`src/rtl/matrix_out_pkg.sv`:
```
// Register map, FSM encoding and shape helper for the matrix output port.
package matrix_out_pkg;

  localparam logic [3:0] REG_CFG  = 4'h0;
  localparam logic [3:0] REG_DATA = 4'h4;
  localparam logic [3:0] REG_POS  = 4'h8;

  typedef enum logic [0:0] {
    ST_IDLE   = 1'b0,
    ST_STREAM = 1'b1
  } state_t;

  // A zero shape field means a single row/column, never an empty matrix.
  function automatic logic [7:0] clamp_dim(input logic [7:0] v);
    return (v == 8'd0) ? 8'd1 : v;
  endfunction

endpackage

```
`src/rtl/matrix_out_fifo.sv`:
```
// Synchronous element FIFO with registered occupancy; a push into an empty
// FIFO is only visible for popping on the following cycle.
module matrix_out_fifo #(
  parameter int DEPTH  = 16,
  parameter int DATA_W = 32
) (
  input  logic                   clk,
  input  logic                   resetn,
  input  logic                   i_push,
  input  logic [DATA_W-1:0]      i_push_data,
  input  logic                   i_pop,
  output logic [DATA_W-1:0]      o_pop_data,
  output logic                   o_full,
  output logic                   o_empty,
  output logic [$clog2(DEPTH):0] o_level
);

  localparam int AW = $clog2(DEPTH);
  localparam logic [AW:0] FULL_CNT = (AW+1)'(DEPTH);

  logic [DATA_W-1:0] r_mem [DEPTH];
  logic [AW-1:0]     r_wr_ptr;
  logic [AW-1:0]     r_rd_ptr;
  logic [AW:0]       r_count;
  logic              w_push;
  logic              w_pop;

  assign w_push     = i_push && !o_full;
  assign w_pop      = i_pop && !o_empty;
  assign o_full     = (r_count == FULL_CNT);
  assign o_empty    = (r_count == '0);
  assign o_level    = r_count;
  assign o_pop_data = r_mem[r_rd_ptr];

  // Element storage; contents need no reset since occupancy gates every read.
  always_ff @(posedge clk) begin
    if (w_push) begin
      r_mem[r_wr_ptr] <= i_push_data;
    end
  end

  // Pointers wrap naturally because DEPTH is a power of two.
  always_ff @(posedge clk) begin
    if (!resetn) begin
      r_wr_ptr <= '0;
      r_rd_ptr <= '0;
      r_count  <= '0;
    end else begin
      if (w_push) begin
        r_wr_ptr <= r_wr_ptr + AW'(1);
      end
      if (w_pop) begin
        r_rd_ptr <= r_rd_ptr + AW'(1);
      end
      case ({w_push, w_pop})
        2'b10:   r_count <= r_count + (AW+1)'(1);
        2'b01:   r_count <= r_count - (AW+1)'(1);
        default: r_count <= r_count;
      endcase
    end
  end

endmodule

```
`src/rtl/matrix_out_port.sv`:
```
// Memory-mapped matrix print port: buffers element words written by firmware
// and paces them out with end-of-row / end-of-matrix markers.
module matrix_out_port
  import matrix_out_pkg::*;
#(
  parameter int FIFO_DEPTH = 16,
  parameter int DATA_W     = 32
) (
  input  logic                        clk,
  input  logic                        resetn,
  input  logic                        wr_en,
  input  logic [3:0]                  wr_addr,
  input  logic [31:0]                 wr_data,
  output logic                        wr_ready,
  input  logic                        out_ready,
  output logic [DATA_W-1:0]           out_matrix,
  output logic                        out_matrix_en,
  output logic                        out_matrix_end_row,
  output logic                        out_matrix_end,
  output logic [7:0]                  out_matrix_position,
  output logic                        out_matrix_position_en,
  output logic                        busy,
  output logic [$clog2(FIFO_DEPTH):0] level
);

  localparam int LW = $clog2(FIFO_DEPTH) + 1;

  state_t            r_state;
  logic [7:0]        r_rows;
  logic [7:0]        r_cols;
  logic [7:0]        r_row;
  logic [7:0]        r_col;
  logic              r_busy;
  logic              w_full;
  logic              w_empty;
  logic [DATA_W-1:0] w_rd_data;
  logic              w_accept;
  logic              w_push;
  logic              w_pop;
  logic              w_cfg_wr;
  logic              w_pos_wr;
  logic              w_last_col;
  logic              w_last_row;
  logic              w_stream_nxt;
  logic [LW-1:0]     w_level_nxt;

  // Shape changes stall until the port is idle so a matrix never mixes shapes.
  always_comb begin
    wr_ready = 1'b1;
    case (wr_addr)
      REG_CFG:  wr_ready = !r_busy;
      REG_DATA: wr_ready = !w_full;
      default:  wr_ready = 1'b1;
    endcase
  end

  assign w_accept    = wr_en && wr_ready;
  assign w_push      = w_accept && (wr_addr == REG_DATA);
  assign w_cfg_wr    = w_accept && (wr_addr == REG_CFG);
  assign w_pos_wr    = w_accept && (wr_addr == REG_POS);
  assign w_pop       = (r_state == ST_STREAM) && !w_empty && out_ready;
  assign w_last_col  = (r_col == r_cols - 8'd1);
  assign w_last_row  = (r_row == r_rows - 8'd1);
  assign w_level_nxt = level + LW'(w_push) - LW'(w_pop);
  assign busy        = r_busy;

  // Predicts whether the FSM will be streaming next cycle, for the busy flag.
  always_comb begin
    w_stream_nxt = 1'b0;
    case (r_state)
      ST_IDLE:   w_stream_nxt = w_push || !w_empty;
      ST_STREAM: w_stream_nxt = !(w_pop && w_last_col && w_last_row);
      default:   w_stream_nxt = 1'b0;
    endcase
  end

  matrix_out_fifo #(
    .DEPTH  (FIFO_DEPTH),
    .DATA_W (DATA_W)
  ) u_fifo (
    .clk         (clk),
    .resetn      (resetn),
    .i_push      (w_push),
    .i_push_data (wr_data[DATA_W-1:0]),
    .i_pop       (w_pop),
    .o_pop_data  (w_rd_data),
    .o_full      (w_full),
    .o_empty     (w_empty),
    .o_level     (level)
  );

  // FSM, row/column counters, shape registers and all registered outputs.
  always_ff @(posedge clk) begin
    if (!resetn) begin
      r_state                <= ST_IDLE;
      r_rows                 <= 8'd1;
      r_cols                 <= 8'd1;
      r_row                  <= 8'd0;
      r_col                  <= 8'd0;
      r_busy                 <= 1'b0;
      out_matrix             <= '0;
      out_matrix_en          <= 1'b0;
      out_matrix_end_row     <= 1'b0;
      out_matrix_end         <= 1'b0;
      out_matrix_position    <= 8'd0;
      out_matrix_position_en <= 1'b0;
    end else begin
      if (w_cfg_wr) begin
        r_rows <= clamp_dim(wr_data[15:8]);
        r_cols <= clamp_dim(wr_data[7:0]);
      end
      if (w_pop) begin
        out_matrix <= w_rd_data;
      end
      out_matrix_en          <= w_pop;
      out_matrix_end_row     <= w_pop && w_last_col;
      out_matrix_end         <= w_pop && w_last_col && w_last_row;
      out_matrix_position_en <= w_pos_wr;
      if (w_pos_wr) begin
        out_matrix_position <= wr_data[7:0];
      end
      r_busy <= w_stream_nxt || (w_level_nxt != '0);
      case (r_state)
        ST_IDLE: begin
          r_row <= 8'd0;
          r_col <= 8'd0;
          // Leftover elements from a previous matrix also restart streaming.
          if (w_push || !w_empty) begin
            r_state <= ST_STREAM;
          end
        end
        ST_STREAM: begin
          if (w_pop) begin
            if (w_last_col) begin
              r_col <= 8'd0;
              if (w_last_row) begin
                r_row   <= 8'd0;
                r_state <= ST_IDLE;
              end else begin
                r_row <= r_row + 8'd1;
              end
            end else begin
              r_col <= r_col + 8'd1;
            end
          end
        end
        default: r_state <= ST_IDLE;
      endcase
    end
  end

endmodule
```
`config.mk`:
```
export PLATFORM = sky130hd
export DESIGN_NAME = matrix_out_port
export DESIGN_NICKNAME = d
export VERILOG_FILES = /design/src/rtl/matrix_out_pkg.sv /design/src/rtl/matrix_out_fifo.sv /design/src/rtl/matrix_out_port.sv
export SDC_FILE = /design/constraint.sdc
export NUM_CORES = 1
export LEC_CHECK = 0
export CORE_AREA = 2 2 204 186
export CTS_BUF_LIST = sky130_fd_sc_hd__clkbuf_4 sky130_fd_sc_hd__clkbuf_8 sky130_fd_sc_hd__clkbuf_16
export DETAILED_ROUTE_END_ITERATION = 12
export DIE_AREA = 0 0 206 188
export PLACE_DENSITY = 0.86
export SLEW_MARGIN = 0
export SYNTH_ARGS = -nofsm -noshare
export SYNTH_HDL_FRONTEND = slang
export SYNTH_SLANG_ARGS = --single-unit
```
`constraint.sdc`:
```
create_clock -name clk -period 8.2 [get_ports clk]
set_input_delay 2.05 -clock clk [delete_from_list [all_inputs] [get_ports clk]]
set_output_delay 2.05 -clock clk [all_outputs]
set_load 0.005 [all_outputs]
```
# --- After elaboration in Yosys (flattened, before gate mapping) ---
# Memory sizes are Yosys's and may differ from the RTL's. A register that Yosys moved wholly into a read port is not among the register bits.
# Cells that the tools add are included.
op_classes:
  n_addsub: 10
  n_eq_ne: 9
  muxes: 19
  bitwise: 1
  reduce_logical: 24
op_table:
  columns: ["operator", "count"]
  rows:
  - ["$mux W8", 7]
  - ["$pmux W8 S2", 2]
  - ["$add A8 B1 Y8 const B", 2]
  - ["$eq A8 B8 Y1", 2]
  - ["$logic_not A8 Y1", 2]
  - ["$sub A8 B1 Y8 const B", 2]
  - ["$logic_and A1 B1 Y1", 10]
  - ["$pmux W5 S2", 1]
  - ["$add A4 B1 Y4 const B", 2]
  - ["$mux W1", 6]
  - ["$pmux W1 S2", 3]
  - ["$add A5 B1 Y5", 1]
  - ["$add A5 B1 Y5 const B", 1]
  - ["$eq A5 B5 Y1 const B", 1]
  - ["$logic_not A1 Y1", 5]
  - ["$logic_not A5 Y1", 1]
  - ["$reduce_bool A5 Y1", 1]
  - ["$sub A5 B1 Y5", 1]
  - ["$sub A5 B1 Y5 const B", 1]
  - ["$eq A4 B3 Y1 const B", 1]
  - ["$eq A4 B4 Y1 const B", 1]
  - ["$logic_not A4 Y1", 1]
  - ["$ne A2 B1 Y1 const B", 2]
  - ["$eq A2 B1 Y1 const B", 1]
  - ["5 further kinds", 6]
word_totals:
  reg_bits: 59
  mem_bits_rw: 512
  input_bits: 40
  out_inout_bits: 51
  memories: 1
memory_table:
  columns: ["memory", "depth", "word_bits", "rd", "rd_ports_with_merged_regs", "write_ports", "line", "rtl"]
  rows:
  - ["u_fifo.r_mem", 16, 32, 1, 1, 1, "matrix_out_fifo.sv:21", "logic [DATA_W-1:0] r_mem [DEPTH];"]

# --- Depth between registers and ports, before layout ---
# Gate-level depths: netlist (run 1).
logic_depth:
  ltp_word: 9
  mapped_depth: 17
  mapped_depth_nobuf: 15

# --- Cells and area by module ---
# Synthesis (run 1) repeated with hierarchy kept, for this count alone.
unflattened:
  cells_unflattened: 1360
  area_unflattened_um2: 23780.3
by_module_without_submodules:
  columns: ["mod", "instances", "cells_each", "area_each_um2", "seq_area_each_um2"]
  rows:
  - ["matrix_out_fifo", 1, 911, 20103.0, 15715.1]
  - ["matrix_out_port", 1, 449, 3677.3, 1561.5]

# --- Least setup slack after synthesis (run 1) ---
# No wires, ideal clock.
synth_path:
  kind: "input-to-reg"
  startpoint: "input port wr_addr[1]"
  endpoint: "memory u_fifo.r_mem[3][0], enable pin"
  arrival_ns: 5.586
  t_required_ns: 7.739
  setup_slack_ns: 2.153
  path_stages: 5
  n_path_buf: 0
  cell_sequence: "nor3_1 > nand2_1 > nor3b_1 > nand2_1 > nor3_1"
synth_between:
  elab_chain_cells: 7
synth_lines:
  columns: ["item", "line", "rtl"]
  rows:
  - ["from (decl)", "matrix_out_port.sv:12", "input logic [3:0] wr_addr,"]
  - ["$eq A4 B3 Y1 / $logic_not A4 Y1 (equally long branches)", "matrix_out_port.sv:50, matrix_out_port.sv:58", null]
  - ["$pmux W1 S2", "matrix_out_port.sv:50", "case (wr_addr)"]
  - ["$logic_and A1 B1 Y1", "matrix_out_port.sv:57", "assign w_accept = wr_en && wr_ready;"]
  - ["$logic_and A1 B1 Y1 (*)", "matrix_out_port.sv:58", "assign w_push = w_accept && (wr_addr == REG_DATA);"]
  - ["$logic_and A1 B1 Y1 (*)", "matrix_out_fifo.sv:28", "assign w_push = i_push && !o_full;"]
  - ["$mux W1 (*)", "matrix_out_fifo.sv:37", "if (w_push) begin"]
  - ["$mux W1 (not written as such) (*)", "matrix_out_fifo.sv:38", "r_mem[r_wr_ptr] <= i_push_data;"]
  - ["to (decl)", "matrix_out_fifo.sv:21", null]
# Mark *: on every way between the ends. The rest lies on a longest branch, timed or not.

# --- Worst setup path after layout (run 1) ---
layout_path:
  startpoint: "input port wr_addr[2]"
  endpoint: "output port wr_ready"
layout_between:
  elab_chain_cells: 2
layout_lines:
  columns: ["item", "line", "rtl"]
  rows:
  - ["$eq A4 B3 Y1 / $logic_not A4 Y1 (equally long branches)", "matrix_out_port.sv:50", null]
  - ["$pmux W1 S2 (*)", "matrix_out_port.sv:50", null]
  - ["to (decl)", "matrix_out_port.sv:14", "output logic wr_ready,"]
# Marked as above.

==> impl_metrics.csv, run 1 <==
group,metric,value,unit
run_status,outcome,"completed",
critical_path,crit_arrival,3.53,ns
synthesis,yosysSeqAreaShare,72.9,%
worst_hold_path,hold_class,"flop to flop",
power,power_frac_seq,53.9,%
placement,port_buffers,90,
timing,slew_headroom,18.8,%
critical_path,cp.required,6.15,ns
detailed_routing,finalWirelength,53.7,mm
critical_path,cp_top_family,"buffers and inverters",
clock_network,ctsResizeCount,0,
timing,setup_viol,0,
global_routing,grtUsageTotal,28.5,%
global_routing,grt_first_pass_wirelength,80.6,mm
timing,clock.fmax,0.179,GHz
die,core,36700,um^2
layout,final_nets,1435,
global_routing,grt_pass1_vias,13123,
timing,hold_slack,0.456,ns
clock_network,hold_buffers,0,
synthesis,ys_async_sr_fraction,0,%
critical_path,worst-path-buf-inv,2,
synthesis,synth.distinct_cells,58,
job,cap_violations,0,
synthesis,ys_seq_elements,603,
die,dieArea,38700,um^2
layout,syn2layout_area_growth,15.2,%
die,fp.dieW,206,um
critical_path,crit_slowest_cell,"clkdlybuf4s50_1",
power,irDropWorstVdd,202,uV
timing,timing.final.crit_share,68.0,%
detailed_routing,wl_per_cell,28.2,um
layout,multi_input_area,6170,um^2
synthesis,syn_area_per_cell,18.7,um^2
power,p_total,6180,uW
layout,antennaDiodeCount,0,
clock_network,cts_tree,"done",
layout,nFillCells,1977,
detailed_routing,first_iter_violations,1379,
detailed_routing,num_vias,12540,
timing,finalHoldViolCount,0,
synthesis,synthFlopType,"edfxtp_1",
synthesis,netlist_area,23600,um^2
die,ios,91,
global_routing,antenna_found_initial,0,
layout,layout_common_cells,"edfxtp_1 (512), mux4_2 (160), nand2_1 (123), clkdlybuf4s50_1 (90), dfxtp_1 (87)",
power,pwr-share-clk,44.4,%
power,intPower,4990,uW
clock_network,cts_max_level,2,
die,die_y,188,um
timing,fin_tns_setup,0,ns
clock_network,clk_pin_slew,0.07,ns
placement,gp_congestion,0.786,
detailed_routing,final_antenna_net_count,0,
critical_path,worstPathCellList,"clkdlybuf4s50_1, mux2_2, nand2_1, clkdlybuf4s50_1",
clock_network,cts-root-buf,"clkbuf_16",
timing,rsz0062_at_grt,"false",
power,power.density_cell_area,227,nW/um^2
timing,period_needed,5.58,ns
clock_network,post-cts-setup-buffer-count,0,
synthesis,yosys_warnings,0,
synthesis,synth_cells,1263,
timing,worstMarginPinSlew,1.22,ns
detailed_routing,drc,0,
power,p_sw,1190,uW
critical_path,crit_type,"input pin to primary output",
critical_path,path_max_fanout,5,
power,p_leak,0.00838,uW
critical_path,start_kind,"input pin",
clock_network,clock-sinks,603,
detailed_routing,drt_pass1_iterations,5,
die,num_rows,67,
layout,layout-drive-gt1-share,22.7,%
power,switching_share,19.2,%
placement,dpl.hpwl,28.0,mm
timing,fin_skew,0.0232,ns
synthesis,synth-edff-count,512,
critical_path,path_common_cell,"clkdlybuf4s50_1",
layout,layout.cells.most_common,"edfxtp_1",
power,combPwrFrac,1.7,%
critical_path,end_kind,"primary output",
die,start_util,64.2,%
clock_network,clock_latency,0.59,ns
clock_network,cts.path.max_buffers,3,
global_routing,grt_max_degree,94,
global_routing,globalRouteOverflowTotal,0,
timing,slew_viol_final,0,
clock_network,cts-buffers-inserted,55,
layout,final-seq-area,17200,um^2
synthesis,synthesis.nets,1324,
detailed_routing,vias_per_cell,6.59,
critical_path,cpPeakStageDelay,0.57,ns
## layout make-up
class                      count  area share (%)
clock inverter                33            1.48
multi-input combinational    571            22.7
tap                          483            2.22
timing repair buffer         119            4.16
inverter                      24           0.332
clock buffer                  71            5.76
sequential                   603            63.3
## logic make-up after synthesis
kind of cell,Yosys count,synth area share (%)
and+or+nand+nor,239,4.62
xor gates and xnor gates,33,1.23
adders and majority gates,21,1.18
buffers and inverters,89,1.43
muxes,173,15.8
DFF,603,72.9
AOI/OAI and AO/OA,105,2.79
## worst register-to-register path, stage by stage, from the launching register on
cell,delay [ns]
dfxtp_1,0.36
inv_1,0.11
ha_1,0.17
or4b_2,0.67
nand3_2,0.11
buf_4,0.51
inv_1,0.13
ha_1,0.31
inv_1,0.05
ha_1,0.21
fa_1,0.44
a21oi_1,0.16
nor2_1,0.05
nor2_1,0.11
xnor2_1,0.09
nor4_1,0.17
a31oi_1,0.12
## synthesized netlist by cell type (8+ instances only)
library cell	n	area share, %
nand3_1	12	0.25
mux4_2	160	15
dfxtp_1	91	7.7
edfxtp_1	512	65
inv_1	23	0.37
nor3_1	13	0.28
mux2i_1	12	0.51
nand2_1	123	2.0
clkbuf_1	44	0.70
buf_1	20	0.32
xnor2_1	19	0.71
xor2_1	14	0.52
o21ai_0	8	0.17
a21oi_1	55	1.2
nor2_1	43	0.68
ha_1	19	1.0
## metrics by stage
step | setup slack (ns) | instance area, um^2 | utilization (%) | instances
after CTS | 2.63 | 27200 | 74.0 | 1904
after floorplan | 2.15 | 23600 | - | 1263
after detailed placement | 2.63 | 25200 | 68.6 | 1800
final | 2.62 | 27200 | 74.0 | 1904
after global placement | 2.65 | 25200 | 68.6 | 1800
after global routing | 2.59 | 27200 | 74.0 | 1904
## state kept, by name, summed over array words and instances (netlist names)
| signal | count |
|---|---|
| r_row | 8 |
| out_matrix_position_en | 1 |
| u_fifo.o_level | 5 |
| r_state | 1 |
| u_fifo.r_rd_ptr | 4 |
| busy | 1 |
| r_rows | 8 |
| out_matrix | 32 |
| out_matrix_position | 8 |
| u_fifo.r_wr_ptr | 4 |
| r_col | 8 |
| out_matrix_en | 1 |
| u_fifo.r_mem | 512 |
| out_matrix_end | 1 |
| out_matrix_end_row | 1 |
| r_cols | 8 |
## worst paths after layout
kind / from / endpoint / slack (ns) / cells after the start
setup / recovery: wr_addr[2] / wr_ready / 2.62 / 4
hold / removal: out_matrix[14] / out_matrix[14] / 0.46 / 2
hold reg to reg: out_matrix[14] / out_matrix[14] / 0.46 / 2
setup reg to reg: u_fifo.o_level[2] / busy / 4.28 / 16
## metal layers
metal | global-route usage, % | up-vias | wire (um)
met1 | 37.7 | 6499 | 19900
li1 | - | 5256 | -
met2 | 49.3 | 639 | 28400
met4 | 9.40 | 0 | 1590
met3 | 4.19 | 146 | 3790
met5 | 0 | - | 0
## power groups by stage
stage	Sequential [uW]	Clock (uW)	Combinational [uW]
6_report	3330	2740	105
5_1_grt	3330	2880	112
4_1_cts	3330	2780	103
3_5_place_dp	3390	0	101
3_3_place_gp	3390	0	95.7
2_1_floorplan	3390	0	30.4
No activity file was read; power rests on OpenSTA's default activity.
==> run 2, diff against run 1 <==
- CORE_AREA: 2 2 204 186 -> 2 2 212 194
- DIE_AREA: 0 0 206 188 -> 0 0 214 196
- PLACE_DENSITY: 0.86 -> 0.8
- clock period: 8.2 -> 5.6 ns (I/O delays scaled with it)
==> run 2 against run 1 <==
  * Die area grew 8.3%
  * Global-route usage shrank 2.5 points
  * Sequential power grew 46%
  * Clock skew shrank 0.0069 ns
  * Wire length shrank 0.35%
  * Cell count grew 3.3%
  * Largest power group unchanged
  * Non-clock buffer count grew 7
  * Sequential cell count is the same
  * Total power grew 45%
==> impl_metrics.csv, run 2 (same netlist as run 1, synthesis figures left out) <==
group,metric,value,unit
timing,setup_viol,0,
timing,slew_viol_final,0,
clock_network,cts-root-buf,"clkbuf_16",
critical_path,path_common_cell,"clkdlybuf4s50_1",
power,power.density_cell_area,328,nW/um^2
detailed_routing,first_iter_violations,1227,
critical_path,cp_top_family,"buffers and inverters",
worst_hold_path,hold_class,"flop to flop",
placement,gp_congestion,0.808,
clock_network,post-cts-setup-buffer-count,0,
clock_network,clock-sinks,603,
global_routing,grt_first_pass_wirelength,80.9,mm
critical_path,end_kind,"primary output",
timing,timing.final.crit_share,76.6,%
die,num_rows,70,
critical_path,worst-path-buf-inv,2,
timing,worstMarginPinSlew,1.27,ns
critical_path,crit_arrival,2.89,ns
layout,reg_top3,"u_fifo.r_mem (512), out_matrix (32)",
job,cap_violations,0,
timing,clock.fmax,0.233,GHz
critical_path,worstPathCellList,"clkdlybuf4s50_1, mux2_2, nand2_1, clkdlybuf4s50_1",
timing,fin_skew,0.0162,ns
global_routing,antenna_found_initial,1,
layout,layout_common_cells,"edfxtp_1 (512), mux4_2 (160), nand2_1 (123), clkdlybuf4s50_1 (90), dfxtp_1 (87)",
timing,period_needed,4.29,ns
global_routing,grtUsageTotal,26.1,%
detailed_routing,final_antenna_net_count,0,
timing,slew_headroom,15.4,%
die,die_y,196,um
global_routing,globalRouteOverflowTotal,0,
power,p_total,8940,uW
layout,layout-drive-gt1-share,22.7,%
timing,finalHoldViolCount,0,
detailed_routing,num_vias,12478,
detailed_routing,drc,0,
timing,rsz0062_at_grt,"false",
critical_path,start_kind,"input pin",
power,p_leak,0.00838,uW
detailed_routing,wl_per_cell,27.2,um
layout,regMostFlops,"u_fifo.r_mem",
power,irDropWorstVdd,343,uV
clock_network,clock_latency,0.60,ns
global_routing,grt_pass1_vias,13160,
detailed_routing,vias_per_cell,6.35,
clock_network,cts_max_level,2,
critical_path,cpPeakStageDelay,0.56,ns
clock_network,cts.path.max_buffers,3,
timing,fin_tns_setup,0,ns
layout,nFillCells,2462,
clock_network,ctsResizeCount,0,
die,dieArea,41900,um^2
die,ios,91,
layout,syn2layout_area_growth,15.5,%
placement,dpl.hpwl,28.3,mm
placement,port_buffers,90,
detailed_routing,drt_pass1_iterations,5,
clock_network,hold_buffers,0,
run_status,outcome,"completed",
clock_network,cts_tree,"done",
global_routing,grt_max_degree,80,
die,core,39900,um^2
critical_path,crit_type,"input pin to primary output",
die,start_util,59.2,%
detailed_routing,finalWirelength,53.5,mm
critical_path,cp.required,4.20,ns
clock_network,cts-buffers-inserted,56,
die,fp.dieW,214,um
layout,largest_register_ffs,512,
layout,final_nets,1443,
clock_network,clk_pin_slew,0.06,ns
critical_path,path_max_fanout,5,
layout,layout.cells.most_common,"edfxtp_1",
critical_path,crit_slowest_cell,"clkdlybuf4s50_1",
## run 2: changes by cell type in the layout (fill, tap and decap cells not counted)
cell / delta
clkbuf_8: -9
clkbuf_4: +7
buf_4: +6
clkinv_2: -4
clkinv_1: +3
inv_6: -3
clkbuf_16: +2
clkinvlp_2: +2
buf_12: +1
bufinv_16: -1
diode_2: +1
## run 2: layout make-up
type	instances	area [um^2]	area share, %
Timing Repair Buffer	126	1200	4.39
Clock buffer	71	1540	5.67
Clock inverter	30	347	1.27
Inverter	24	90.1	0.331
Antenna cell	1	2.50	0.00919
Sequential cell	603	17200	63.2
Tap cell	540	676	2.48
Multi-Input combinational cell	571	6170	22.7
## run 2: worst paths after layout
kind / cells after the start / startpoint / slack (ns) / to
max: 4 / wr_addr[2] / 1.31 / wr_ready
min: 2 / out_matrix[10] / 0.45 / out_matrix[10]
max reg2reg: 14 / u_fifo.o_level[2] / 1.77 / u_fifo.o_level[4]
min reg2reg: 2 / out_matrix[10] / 0.45 / out_matrix[10]
## run 2: tightest hold or removal path, cell delays in order (launching register included)
cell and delay, ns:
dfxtp_1 0.31, nand2_1 0.05, a21oi_1 0.05
## run 2: per-layer routing
metal | GRT usage, % | vias up | part of all wire (%)
met5 | 0 | - | 0
met4 | 7.25 | 0 | 2.2
met3 | 5.15 | 97 | 7.4
met2 | 44.5 | 587 | 52
met1 | 34.7 | 6530 | 39
li1 | - | 5264 | -
## run 2: where the power goes
| group | total (uW) | leakage [uW] | switching [uW] | internal, uW |
|---|---|---|---|---|
| registers | 4870 | 0.00534 | 5.61 | 4870 |
| clock network | 3910 | 0.000941 | 1600 | 2310 |
| logic | 154 | 0.00210 | 105 | 49.3 |
| total | 8940 | 0.00838 | 1710 | 7230 |
## run 2: stage by stage
step | hold WS, ns | setup WS [ns] | instance area [um^2] | std cells | util [%]
floorplan | 0.450 | 0.203 | 23600 | 1263 | -
global placement | 0.443 | 1.11 | 25300 | 1864 | 63.6
detailed placement | 0.448 | 1.07 | 25300 | 1864 | 63.6
CTS | 0.456 | 1.31 | 27200 | 1965 | 68.3
global route | 0.477 | 1.27 | 27200 | 1966 | 68.3
finish | 0.452 | 1.31 | 27200 | 1966 | 68.3
